### src/rtl/serial_adder_ctrl.sv
// Bit-serial WIDTH-bit adder: one shared 1-bit slice (two half adders + OR)
// is stepped LSB-first over WIDTH cycles under a start/busy/done handshake.

module halfadder (
    input  logic x,
    input  logic y,
    output logic s,
    output logic c
);
    assign s = x ^ y;
    assign c = x & y;
endmodule

// Handshake: start is sampled only while IDLE; busy is high for the WIDTH
// RUN cycles; done pulses for one cycle with sum/cout valid from that cycle.
module serial_adder_ctrl #(
    parameter int WIDTH = 8
) (
    input  logic             clk,
    input  logic             rst_n,
    input  logic             start,
    input  logic [WIDTH-1:0] a,
    input  logic [WIDTH-1:0] b,
    output logic             busy,
    output logic             done,
    output logic [WIDTH-1:0] sum,
    output logic             cout,
    output logic [1:0]       dbg_state
);
    localparam int CW = (WIDTH > 1) ? $clog2(WIDTH) : 1;
    localparam logic [CW-1:0] CNT_LAST = CW'(WIDTH - 1);

    localparam logic [1:0] S_IDLE = 2'd0;
    localparam logic [1:0] S_RUN  = 2'd1;
    localparam logic [1:0] S_DONE = 2'd2;

    logic [1:0]       state_q, state_d;
    logic [WIDTH-1:0] a_sr_q, a_sr_d;
    logic [WIDTH-1:0] b_sr_q, b_sr_d;
    logic [WIDTH-1:0] res_q, res_d;
    logic [WIDTH-1:0] sum_q, sum_d;
    logic [CW-1:0]    cnt_q, cnt_d;
    logic             carry_q, carry_d;
    logic             cout_q, cout_d;
    logic             busy_q, busy_d;
    logic             done_q, done_d;

    logic ha0_s, ha0_c, ha1_c, slice_sum, slice_cout;

    halfadder u_ha0 (.x(a_sr_q[0]), .y(b_sr_q[0]), .s(ha0_s), .c(ha0_c));
    halfadder u_ha1 (.x(ha0_s), .y(carry_q), .s(slice_sum), .c(ha1_c));
    assign slice_cout = ha0_c | ha1_c;

    always_comb begin
        state_d = state_q;
        a_sr_d  = a_sr_q;
        b_sr_d  = b_sr_q;
        res_d   = res_q;
        sum_d   = sum_q;
        cnt_d   = cnt_q;
        carry_d = carry_q;
        cout_d  = cout_q;
        // Status flags follow the state one cycle later so both are pure flops.
        busy_d  = (state_q == S_RUN);
        done_d  = (state_q == S_DONE);
        case (state_q)
            S_IDLE: begin
                if (start) begin
                    a_sr_d  = a;
                    b_sr_d  = b;
                    res_d   = '0;
                    carry_d = 1'b0;
                    cnt_d   = '0;
                    state_d = S_RUN;
                end
            end
            S_RUN: begin
                res_d   = (res_q >> 1) | (WIDTH'(slice_sum) << (WIDTH - 1));
                carry_d = slice_cout;
                a_sr_d  = a_sr_q >> 1;
                b_sr_d  = b_sr_q >> 1;
                cnt_d   = cnt_q + CW'(1);
                if (cnt_q == CNT_LAST) begin
                    state_d = S_DONE;
                end
            end
            S_DONE: begin
                sum_d   = res_q;
                cout_d  = carry_q;
                state_d = S_IDLE;
            end
            default: state_d = S_IDLE;
        endcase
    end

    always_ff @(posedge clk or negedge rst_n) begin
        if (!rst_n) begin
            state_q <= S_IDLE;
            a_sr_q  <= '0;
            b_sr_q  <= '0;
            res_q   <= '0;
            sum_q   <= '0;
            cnt_q   <= '0;
            carry_q <= 1'b0;
            cout_q  <= 1'b0;
            busy_q  <= 1'b0;
            done_q  <= 1'b0;
        end else begin
            state_q <= state_d;
            a_sr_q  <= a_sr_d;
            b_sr_q  <= b_sr_d;
            res_q   <= res_d;
            sum_q   <= sum_d;
            cnt_q   <= cnt_d;
            carry_q <= carry_d;
            cout_q  <= cout_d;
            busy_q  <= busy_d;
            done_q  <= done_d;
        end
    end

    assign busy      = busy_q;
    assign done      = done_q;
    assign sum       = sum_q;
    assign cout      = cout_q;
    assign dbg_state = state_q;
endmodule

### config.mk
export PLATFORM = sky130hd
export DESIGN_NAME = serial_adder_ctrl
export DESIGN_NICKNAME = d
export VERILOG_FILES = /design/src/rtl/serial_adder_ctrl.sv
export SDC_FILE = /design/constraint.sdc
export NUM_CORES = 1
export LEC_CHECK = 0
export ABC_CLOCK_PERIOD_IN_PS = 1700
export BUFFER_PORTS_ARGS = -buffer_cell sky130_fd_sc_hd__buf_2
export CORE_ASPECT_RATIO = 2
export CORE_MARGIN = 2
export CORE_UTILIZATION = 46
export DETAILED_ROUTE_END_ITERATION = 10
export PLACE_DENSITY = 0.75
export SYNTH_ARGS = -nofsm -noshare
export SYNTH_HDL_FRONTEND = slang
export SYNTH_SLANG_ARGS = --single-unit
### constraint.sdc
create_clock -name clk -period 1.7 [get_ports clk]
set_input_delay 0.085 -clock clk [delete_from_list [all_inputs] [get_ports clk]]
set_output_delay 0.085 -clock clk [all_outputs]
set_load 0.01 [all_outputs]
==> results_dict.tcl <==
set metrics [dict create \
    hold_depth 3 \
    p_sw_frac 0.320 \
    clock_sinks 41 \
    cts_root_buffer "clkbuf_8" \
    end_kind "flop" \
    antennaDiodeCount 0 \
    core_area_mm2 0.00380 \
    drive_above_1_share 0.373 \
    synth_cell_types 25 \
    hp-class "primary input to flop" \
    grtUsageMet3 0.0403 \
    crit_chain "o21bai_2 -> a211oi_1" \
    routedWlPerCell_um 14.9 \
    path_depth 2 \
    nets 187 \
    drt_first_pass_iters 4 \
    wirelength_um 3230 \
    syn_area_mm2 0.00181 \
    period_share 0.920 \
    worst_pin_slew_ns 0.775 \
    syn_avg_cell_area_um2 13.4 \
    synth_edf_count 0 \
    r2r_cells 2 \
    fin_tns_setup_ns 0 \
    rsz0062_at_grt "no" \
    total_power_mw 3.75 \
    initial_utilization 0.476 \
    hpwlAfterDp_um 2300 \
    drv_slew 0 \
    route.detailed.drc 0 \
    max_slew_margin 0.483 \
    grt_pass1_vias 1204 \
    crit_slowest_cell "o21bai_2" \
    grtUsageMet1 0.198 \
    antenna_found_initial 0 \
    drv_cap 0 \
    power_frac_comb 0.328 \
    crit_type "flop to flop" \
    fp.dieW_um 48.4 \
    grt_pass1_wl_um 5640 \
    gp_congestion 0.687 \
    ios 32 \
    cts_setup_buffers 0 \
    yosysSeqAreaShare 0.567 \
    leakage_nw 0.980 \
    cts_buffer_depth 2 \
    synth-seq-cells 41 \
    initialDrtViolationCount 22 \
    path_max_fanout 19 \
    crit_buf_inv 0 \
    drtAntennaViolNets 0 \
    grt_use_total 0.164 \
    finalHoldViolations 0 \
    grt_max_degree 42 \
    fillers 329 \
    path_delay_family "compound AO/OA/AOI/OAI gates" \
    clockPowerShare 0.215 \
    setup_violations 0 \
    crit_arrival_ns 1.71 \
    via_per_inst 5.41 \
    cts.clk_slew.worst_paths_ns 0.08 \
    reg2reg_slack_ns 0.14 \
    p_sw_mw 1.20 \
    status "completed" \
    p_int_mw 2.55 \
    die_h_um 92.7 \
    port_buffers 31 \
    required_ns 1.85 \
    fmax_ghz 0.639 \
    grt_busiest_layer "met2" \
    power_density_mw_per_mm2 1780 \
    cts_made_buffers 5 \
    synth-async-reset-ratio 1.00 \
    overflow 0 \
    syn_inst 135 \
    clock-skew-final_ns 0.00722 \
    ir_drop_v 0.000800 \
    final_cell_mix "dfrtp_1, buf_2, a22o_1" \
    vias 1174 \
    area_growth_pct 16.4 \
    final_common_cell "dfrtp_1" \
    cts_tree "yes" \
    yosysWarnings 0 \
    synthFlopType "dfrtp_1" \
    max_stage_delay_ns 0.70 \
    synth.net_count 157 \
    fin_crit_ns 1.56 \
    pwr-share-seq 0.457 \
    rows 32 \
    dieArea_mm2 0.00448 \
    clock_latency_ns 0.30 \
    cts_max_level 2 \
    met2_usage 0.263 \
    cp-start-kind "flop" \
]
## state kept, by name, indices dropped and copies added (netlist names), 2 cells and up
signal	count
sum	8
b_sr_q	8
res_q	8
cnt_q	3
dbg_state	2
a_sr_q	8
## through the flow
| step | util | hold slack (ns) | area, um2 | setup WS, ns | std cells |
|---|---|---|---|---|---|
| 5_1_grt | 0.554 | 0.149 | 2110 | 0.0196 | 217 |
| 2_1_floorplan | - | -0.211 | 1810 | 0.281 | 135 |
| 4_1_cts | 0.554 | 0.139 | 2110 | 0.109 | 217 |
| 3_5_place_dp | 0.520 | 0.170 | 1980 | 0.127 | 208 |
| 6_report | 0.554 | 0.145 | 2110 | 0.136 | 217 |
| 3_3_place_gp | 0.520 | 0.160 | 1980 | 0.202 | 208 |
## power by group through the flow
stage	combinational (mW)	sequential [mW]	clock (mW)
after floorplan	0.951	1.69	0
after global placement	1.19	1.71	0
after detailed placement	1.25	1.74	0
after CTS	1.25	1.72	0.824
after global routing	1.37	1.77	0.870
final	1.23	1.71	0.808
## cell usage after synthesis, types with 2 or more instances
library cell / count / area, um2
buf_2: 8 / 40.0
a211oi_1: 7 / 52.6
ha_1: 2 / 25.0
o221a_2: 7 / 78.8
inv_1: 8 / 30.0
dfrtp_1: 41 / 1030
nor4b_1: 7 / 61.3
or4b_1: 7 / 70.1
buf_4: 2 / 15.0
a22o_1: 11 / 96.3
mux2_2: 9 / 101
buf_6: 2 / 22.5
nor3b_1: 8 / 60.1
nor4bb_1: 2 / 20.0
nand2b_1: 4 / 25.0
## area by class of cell
class,count,area (um2),share of cell area
Timing Repair Buffer,36,195,0.0926
Clock inverter,2,37.5,0.0178
Sequential cell,41,1030,0.487
Tap cell,51,63.8,0.0303
Inverter,9,33.8,0.0160
Clock buffer,6,82.6,0.0392
Multi-Input combinational cell,72,669,0.318
## worst paths after layout
kind | endpoint | startpoint
min in group asynchronous | cout | rst_n
min reg2reg | cnt_q[0] | cnt_q[0]
max reg2reg | a_sr_q[6] | dbg_state[0]
min | a_sr_q[0] | a[0]
max in group asynchronous | b_sr_q[6] | rst_n
max | a_sr_q[6] | dbg_state[0]
## cell families (layout without fill, tap and decap cells)
logic type / Yosys count / after routing / synth area share
AO/OA/AOI/OAI: 30 / 30 / 0.149
adder cells (fa/ha/maj): 3 / 3 / 0.0249
buffers and inverters: 22 / 53 / 0.0636
flip-flops: 41 / 41 / 0.567
multiplexers: 10 / 10 / 0.0615
AND/OR/NAND/NOR: 29 / 29 / 0.134
## worst register-to-register path, cell delays in order (launching register included)
cell and delay, ns:
dfrtp_1 0.53, o21bai_2 0.70, a211oi_1 0.19
## per-layer routing
layer  vias to the layer above  wire length, um
met1                       576             1360
met4                         0               98
met3                         8              116
met2                        30             1650
met5                         -                0
li1                        560                -
## timing repair
| action | 4_1_cts | 5_1_grt |
|---|---|---|
| gates resized for setup | 0 | 0 |
| endpoints found under the setup margin | 0 | 0 |
| hold buffers | 1 | 0 |
| hold endpoints to repair | 41 | 0 |
No activity file was read; power rests on OpenSTA's default activity.
